**config.mk**
```make
export PLATFORM = sky130hd
export DESIGN_NAME = pipe_ctrl_unit
export DESIGN_NICKNAME = d
export VERILOG_FILES = /design/src/rtl/pipe_ctrl_pkg.sv /design/src/rtl/pipe_ctrl_unit_decode.sv /design/src/rtl/pipe_ctrl_unit.sv
export SDC_FILE = /design/constraint.sdc
export NUM_CORES = 1
export LEC_CHECK = 0
export CORE_ASPECT_RATIO = 0.6
export CORE_MARGIN = 4
export CORE_UTILIZATION = 33
export CTS_CLUSTER_DIAMETER = 80
export DETAILED_ROUTE_END_ITERATION = 6
export HOLD_SLACK_MARGIN = 0.03
export SLEW_MARGIN = 20
export SYNTH_ARGS = -nofsm -noshare
export SYNTH_HDL_FRONTEND = slang
export SYNTH_HIERARCHICAL = 1
export SYNTH_SLANG_ARGS = --single-unit
```
**constraint.sdc**
```tcl
create_clock -name clock -period 2.9 [get_ports clock]
set_clock_uncertainty 0.05 [all_clocks]
set_input_delay 0.58 -clock clock [delete_from_list [all_inputs] [get_ports clock]]
set_output_delay 0.58 -clock clock [all_outputs]
set_load 0.02 [all_outputs]
```
**src/rtl/pipe_ctrl_pkg.sv**
```systemverilog
// rtl/pipe_ctrl_pkg.sv - shared constants, control-bundle bit map and FSM encoding for pipe_ctrl_unit
package pipe_ctrl_pkg;

    localparam logic [4:0] OP_RTYPE = 5'd0;
    localparam logic [4:0] OP_J     = 5'd1;
    localparam logic [4:0] OP_BNE   = 5'd2;
    localparam logic [4:0] OP_JAL   = 5'd3;
    localparam logic [4:0] OP_JR    = 5'd4;
    localparam logic [4:0] OP_ADDI  = 5'd5;
    localparam logic [4:0] OP_BLT   = 5'd6;
    localparam logic [4:0] OP_SW    = 5'd7;
    localparam logic [4:0] OP_LW    = 5'd8;

    localparam logic [4:0] ALUOP_MUL = 5'b00110;
    localparam logic [4:0] ALUOP_DIV = 5'b00111;

    // Single-bit flags occupy [10:0]; the ALU op field sits above them.
    localparam int B_ALU_INB  = 0;
    localparam int B_DM_WE    = 1;
    localparam int B_RF_WE    = 2;
    localparam int B_RTAR     = 3;
    localparam int B_RWD      = 4;
    localparam int B_JP       = 5;
    localparam int B_BNE      = 6;
    localparam int B_BLT      = 7;
    localparam int B_JAL      = 8;
    localparam int B_JR       = 9;
    localparam int B_MD_START = 10;
    localparam int ALUOP_LSB  = 11;
    localparam int ALUOP_BITS = 5;
    localparam int CTRLW      = ALUOP_LSB + ALUOP_BITS;

    typedef enum logic {
        ST_RUN     = 1'b0,
        ST_MD_BUSY = 1'b1
    } state_t;

endpackage

```
**src/rtl/pipe_ctrl_unit_decode.sv**
```systemverilog
// rtl/pipe_ctrl_unit_decode.sv - combinational opcode/aluop decode into the packed control bundle
module ctrl_decode
    import pipe_ctrl_pkg::*;
#(
    parameter int OPW    = 5,
    parameter int ALUOPW = 5,
    parameter int REGW   = 5
) (
    input  logic [OPW-1:0]    opcode,
    input  logic [ALUOPW-1:0] aluop,
    input  logic [REGW-1:0]   rd,
    output logic [CTRLW-1:0]  ctrl,
    output logic [REGW-1:0]   dest,
    output logic              src2_used
);

    logic is_md;

    assign is_md = (aluop == ALUOPW'(ALUOP_MUL)) || (aluop == ALUOPW'(ALUOP_DIV));

    always_comb begin
        ctrl      = '0;
        dest      = rd;
        src2_used = 1'b1;
        case (opcode)
            OPW'(OP_RTYPE): begin
                ctrl[B_RF_WE]                       = !is_md;
                ctrl[B_MD_START]                    = is_md;
                ctrl[ALUOP_LSB +: ALUOP_BITS]       = ALUOP_BITS'(aluop);
            end
            OPW'(OP_J): begin
                ctrl[B_JP] = 1'b1;
                src2_used  = 1'b0;
            end
            OPW'(OP_BNE): begin
                ctrl[B_RTAR] = 1'b1;
                ctrl[B_BNE]  = 1'b1;
            end
            OPW'(OP_JAL): begin
                ctrl[B_RF_WE] = 1'b1;
                ctrl[B_JP]    = 1'b1;
                ctrl[B_JAL]   = 1'b1;
                dest          = REGW'(31);
                src2_used     = 1'b0;
            end
            OPW'(OP_JR): begin
                ctrl[B_RTAR] = 1'b1;
                ctrl[B_JR]   = 1'b1;
            end
            OPW'(OP_ADDI): begin
                ctrl[B_ALU_INB] = 1'b1;
                ctrl[B_RF_WE]   = 1'b1;
                src2_used       = 1'b0;
            end
            OPW'(OP_BLT): begin
                ctrl[B_RTAR] = 1'b1;
                ctrl[B_BLT]  = 1'b1;
            end
            OPW'(OP_SW): begin
                ctrl[B_ALU_INB] = 1'b1;
                ctrl[B_DM_WE]   = 1'b1;
                ctrl[B_RTAR]    = 1'b1;
            end
            OPW'(OP_LW): begin
                ctrl[B_ALU_INB] = 1'b1;
                ctrl[B_RF_WE]   = 1'b1;
                ctrl[B_RWD]     = 1'b1;
                src2_used       = 1'b0;
            end
            default: ;
        endcase
        // r0 is hardwired, so never let a write to it reach the register file.
        if (dest == '0) ctrl[B_RF_WE] = 1'b0;
    end

endmodule

```
**src/rtl/pipe_ctrl_unit.sv**
```systemverilog
// rtl/pipe_ctrl_unit.sv - ID/EX control register with load-use stall, flush, MUL/DIV sequencer and stall counter
module pipe_ctrl_unit
    import pipe_ctrl_pkg::*;
#(
    parameter int OPW    = 5,
    parameter int ALUOPW = 5,
    parameter int REGW   = 5,
    parameter int MD_LAT = 32,
    parameter int CNTW   = 16
) (
    input  logic              clock,
    input  logic              reset,
    input  logic              id_valid,
    output logic              id_ready,
    input  logic [OPW-1:0]    id_opcode,
    input  logic [ALUOPW-1:0] id_aluop,
    input  logic [REGW-1:0]   id_rd,
    input  logic [REGW-1:0]   id_rs,
    input  logic [REGW-1:0]   id_rt,
    input  logic              flush,
    output logic              ex_valid,
    output logic [CTRLW-1:0]  ex_ctrl,
    output logic [REGW-1:0]   ex_rd,
    output logic              md_busy,
    output logic              md_wb,
    output logic [REGW-1:0]   md_rd,
    output logic [CNTW-1:0]   stall_cnt
);

    localparam int CW = (MD_LAT > 1) ? $clog2(MD_LAT) : 1;
    localparam logic [CW-1:0] MD_LAST = CW'(MD_LAT - 1);

    state_t          state, state_next;
    logic [CW-1:0]   cnt, cnt_next;
    logic [CTRLW-1:0] dec_ctrl;
    logic [REGW-1:0] dec_dest;
    logic            src2_used;
    logic [REGW-1:0] src2;
    logic            load_use;
    logic            issue;
    logic            md_issue;

    ctrl_decode #(
        .OPW    (OPW),
        .ALUOPW (ALUOPW),
        .REGW   (REGW)
    ) u_decode (
        .opcode    (id_opcode),
        .aluop     (id_aluop),
        .rd        (id_rd),
        .ctrl      (dec_ctrl),
        .dest      (dec_dest),
        .src2_used (src2_used)
    );

    assign src2     = dec_ctrl[B_RTAR] ? id_rd : id_rt;
    assign load_use = ex_valid && ex_ctrl[B_RWD] && (ex_rd != '0) &&
                      ((id_rs == ex_rd) || (src2_used && (src2 == ex_rd)));
    assign id_ready = (state == ST_RUN) && !load_use;
    // A flushed transfer is discarded entirely, including any MUL/DIV it would start.
    assign issue    = id_valid && id_ready && !flush;
    assign md_issue = issue && dec_ctrl[B_MD_START];

    always_comb begin
        state_next = state;
        cnt_next   = cnt;
        md_busy    = 1'b0;
        md_wb      = 1'b0;
        case (state)
            ST_RUN: begin
                if (md_issue) begin
                    state_next = ST_MD_BUSY;
                    cnt_next   = MD_LAST;
                end
            end
            ST_MD_BUSY: begin
                md_busy = 1'b1;
                if (cnt == '0) begin
                    md_wb      = 1'b1;
                    state_next = ST_RUN;
                end else begin
                    cnt_next = cnt - 1'b1;
                end
            end
            default: state_next = ST_RUN;
        endcase
    end

    always_ff @(posedge clock) begin
        if (!reset) begin
            state     <= ST_RUN;
            cnt       <= '0;
            ex_valid  <= 1'b0;
            ex_ctrl   <= '0;
            ex_rd     <= '0;
            md_rd     <= '0;
            stall_cnt <= '0;
        end else begin
            state    <= state_next;
            cnt      <= cnt_next;
            ex_valid <= issue;
            ex_ctrl  <= issue ? dec_ctrl : '0;
            ex_rd    <= issue ? dec_dest : '0;
            if (md_issue) md_rd <= dec_dest;
            if (id_valid && !id_ready && (stall_cnt != '1)) stall_cnt <= stall_cnt + 1'b1;
        end
    end

endmodule

```
==> results.py <==
metrics = {
    "cts": {
        "ctsHtreeMaxLevel": 2,
        "postCtsHoldBufs": 0,
        "path_clk_slew_ps": 70,
        "cts-root-buf": "clkbuf_16",
        "cts_tree": "done",
        "numCtsBuffers": 5,
        "cts_sinks": 49,
        "clockBufferDepth": 2,
        "clock_latency_ps": 290,
    },
    "synth": {
        "synth_most_common_cell": "dfxtp_1",
        "synth_area_leaders": "dfxtp_1 40%, and2_1 7.4%, mux2i_1 4.5%",
        "synth_top_family_by_area": "simple AND/OR/NAND/NOR gates",
        "yosysSeqAreaShare_pct": 39.9,
        "synth_edf_count": 0,
        "yosysTopAreaCellShare_pct": 39.9,
        "synth_xor_area_share_pct": 3.56,
        "synth_compound_area_share_pct": 12.2,
        "yosys.area.top_type": "dfxtp_1",
        "ys.flop_type": "dfxtp_1",
        "synth-simple-area-share_pct": 33.8,
        "ys_ff_latch": 49,
        "postSynthCellCount": 279,
        "synth-warning-count": 6,
        "synth.distinct_cells": 51,
        "syn_area_per_cell_um2": 8.81,
        "synthTopCellsByCount": "49 x dfxtp_1, 29 x and2_1, 23 x nand2_1",
        "synth_mux_area_share_pct": 4.48,
        "syn_area_mm2": 0.00246,
        "synth_nets": 311,
        "postSynth.asyncResetShare_pct": 0,
        "synth_fa_ha_area_share_pct": 1.53,
    },
    "sta": {
        "tightest_slew_ps": 408,
        "rsz0062_at_grt": "false",
        "tns_ps": 0,
        "setup_viol": 0,
        "slew_headroom_pct": 72.4,
        "slew_violations": 0,
        "fmax_mhz": 354,
        "period_needed_ps": 2820,
        "finalCritPeriodShare_pct": 97.3,
        "hold_violations": 0,
    },
    "route": {
        "dr.pass1.iters": 4,
        "vias_per_cell": 4.85,
        "wl_met1_mm": 3.54,
        "wl_met3_um": 482,
        "avgRoutedWirePerCell_um": 14.2,
        "met2_wirelength_mm": 2.72,
        "ant_nets": 0,
        "drtIter0Drc": 117,
        "routed.top_layer": "met4",
        "via_count": 2319,
        "wl_mm": 6.81,
        "route.detailed.drc": 0,
    },
    "floorplanning": {
        "die_width_um": 119,
        "start_util_pct": 34.0,
        "dieArea_mm2": 0.00894,
        "design.core.area_mm2": 0.00724,
        "die_h_um": 74.8,
        "num_rows": 24,
        "io_pins": 75,
    },
    "worst_hold_path": {
        "hp-start": "md_rd[0]",
        "hold_class": "reg -> reg",
        "hold_depth": 2,
        "min_to": "md_rd[0]",
    },
    "setup_path": {
        "path_max_fanout": 6,
        "max_stage_delay_ps": 280,
        "cp_slowest_cell": "dlygate4sd2_1",
        "r2r-end": "ex_ctrl[3]",
        "setup.worst_path.end_class": "output pin",
        "cp-start-kind": "input port",
        "critPathKind": "in -> out",
        "crit_family": "buffers and inverters",
        "r2r_cells": 7,
        "rrSetupSlack_ps": 480,
        "cp_num_buf_inv": 3,
        "worstPathCellList": "dlygate4sd2_1 > nor3_2 > buf_4 > mux2i_1 > xor2_1 > nand4_1 > o21a_2 > buf_6",
        "arrival_ps": 2190,
        "cp.required_ps": 2270,
        "reg2reg_from": "ex_rd[0]",
    },
    "pwr": {
        "vdd_ir_drop_max_v": 0.000236,
        "cellPowerDensity_mw_per_mm2": 387,
        "p_leak_uw": 0.00131,
    },
    "global_routing": {
        "grt_start_max_net_pins": 27,
        "grt_overflow": 0,
        "antenna_found_initial": 0,
        "grt_pass1_vias": 2164,
        "grt_first_pass_wirelength_mm": 11.0,
        "grt.total_usage_pct": 15.7,
    },
    "flow_run": {
        "max-cap-violations": 0,
    },
    "cells_and_area": {
        "fillers": 693,
        "antenna_cells": 0,
        "multi_input_area_mm2": 0.00140,
        "drive_above_1_share_pct": 14.7,
        "fin_area_mm2": 0.00360,
        "syn_to_final_growth_pct": 46.6,
        "fin_nets": 405,
        "seq_area_um2": 981,
    },
    "placement": {
        "gp_congestion": 0.904,
        "dp_hpwl_mm": 5.27,
        "placed_area_mm2": 0.00343,
        "portBuffers": 74,
    },
    "status": {
        "status": "finished, final reports clean",
    },
}
## report_power, final
| part | leakage [uW] | internal (uW) | switching (uW) | total [uW] |
|---|---|---|---|---|
| Combinational | 0.000849 | 78.5 | 69.1 | 148 |
| Clock | 0.0000696 | 316 | 252 | 568 |
| Sequential | 0.000395 | 676 | 2.74 | 679 |
## cells by family after synthesis
logic type | Yosys count
AOI/OAI and AO/OA | 45
adders and majority gates | 3
muxes | 11
and+or+nand+nor | 142
DFF | 49
buffers and inverters | 19
xor gates and xnor gates | 10
## tightest hold or removal path, delay by kind of cell, from the launching register on
| kind | cells | cell delay (ps) |
|---|---|---|
| flip-flops | 1 | 320 |
| AND/OR/NAND/NOR | 1 | 60 |
| AO/OA/AOI/OAI | 1 | 50 |
## cell usage in the layout (no fill, tap or decap), types with 2 or more instances in the layout
master | netlist | layout
xnor2_1 | 2 | 2
a21oi_1 | 20 | 19
mux2i_2 | 0 | 2
clkbuf_16 | 0 | 5
nand4_1 | 5 | 5
buf_4 | 0 | 25
nor4b_1 | 2 | 2
nor3_2 | 1 | 2
or3_1 | 10 | 10
nor3_1 | 6 | 5
o31ai_1 | 3 | 3
nor4_1 | 2 | 2
dlygate4sd2_1 | 0 | 2
nand4bb_1 | 2 | 2
nand3_1 | 16 | 16
clkdlybuf4s50_1 | 0 | 68
ha_1 | 3 | 3
dfxtp_1 | 49 | 49
nand2_1 | 23 | 23
o21ai_0 | 6 | 6
nand2b_1 | 7 | 6
and3_1 | 3 | 3
clkinv_2 | 0 | 2
inv_1 | 6 | 6
o21ai_1 | 6 | 6
buf_2 | 3 | 2
and2_1 | 29 | 29
xor2_1 | 8 | 8
nor3b_1 | 2 | 2
or2_1 | 5 | 5
mux2i_1 | 11 | 9
nor2_1 | 14 | 14
or4_1 | 4 | 4
## worst max-delay path by stage
stage	from	endpoint	slack, ps	cells after the start
6_report	id_opcode[3]	id_ready	80	8
5_1_grt	id_opcode[3]	id_ready	2	8
4_1_cts	id_opcode[2]	id_ready	0.5	10
3_5_place_dp	id_opcode[2]	id_ready	-750	10
3_3_place_gp	id_opcode[2]	id_ready	-610	10
2_1_floorplan	id_opcode[0]	id_ready	130	10
## routing by layer
layer | GRT usage [%] | up-vias
met5 | 0 | -
met4 | 4.82 | 0
met3 | 5.93 | 8
met2 | 22.1 | 66
met1 | 22.4 | 1063
li1 | - | 1182
## through the flow
step                      hold WS [ps]  instances  total power, uW  utilization (%)  worst slack [ps]
final                              419        478             1390             49.8              77.9
after global routing               455        478             1450             49.8              1.71
after CTS                          424        477             1410             49.7             0.465
after detailed placement           407        468              837             47.4              -749
after global placement             403        468              835             47.4              -608
after floorplan                    413        279              758                -               125
## sequential cells by signal, indices dropped and copies added (netlist names)
signal,flops
cnt,5
ex_valid,1
stall_cnt,16
state,1
md_rd,5
ex_ctrl,16
ex_rd,5
## what timing repair did
action | 4_1_cts | 5_1_grt
buffers inserted | 1 | 1
resized for setup | 22 | 4
setup endpoints to repair | 38 | 26
pin swaps | 5 | 4
## final cells by class
cell class	instances	area share [%]
Inverter	6	0.625
Sequential cell	49	27.2
Clock inverter	3	0.486
Tap cell	104	3.61
Multi-Input combinational cell	211	38.7
Clock buffer	5	3.47
Timing Repair Buffer	100	25.9
Note: power is estimated with default switching activity, not from simulation.
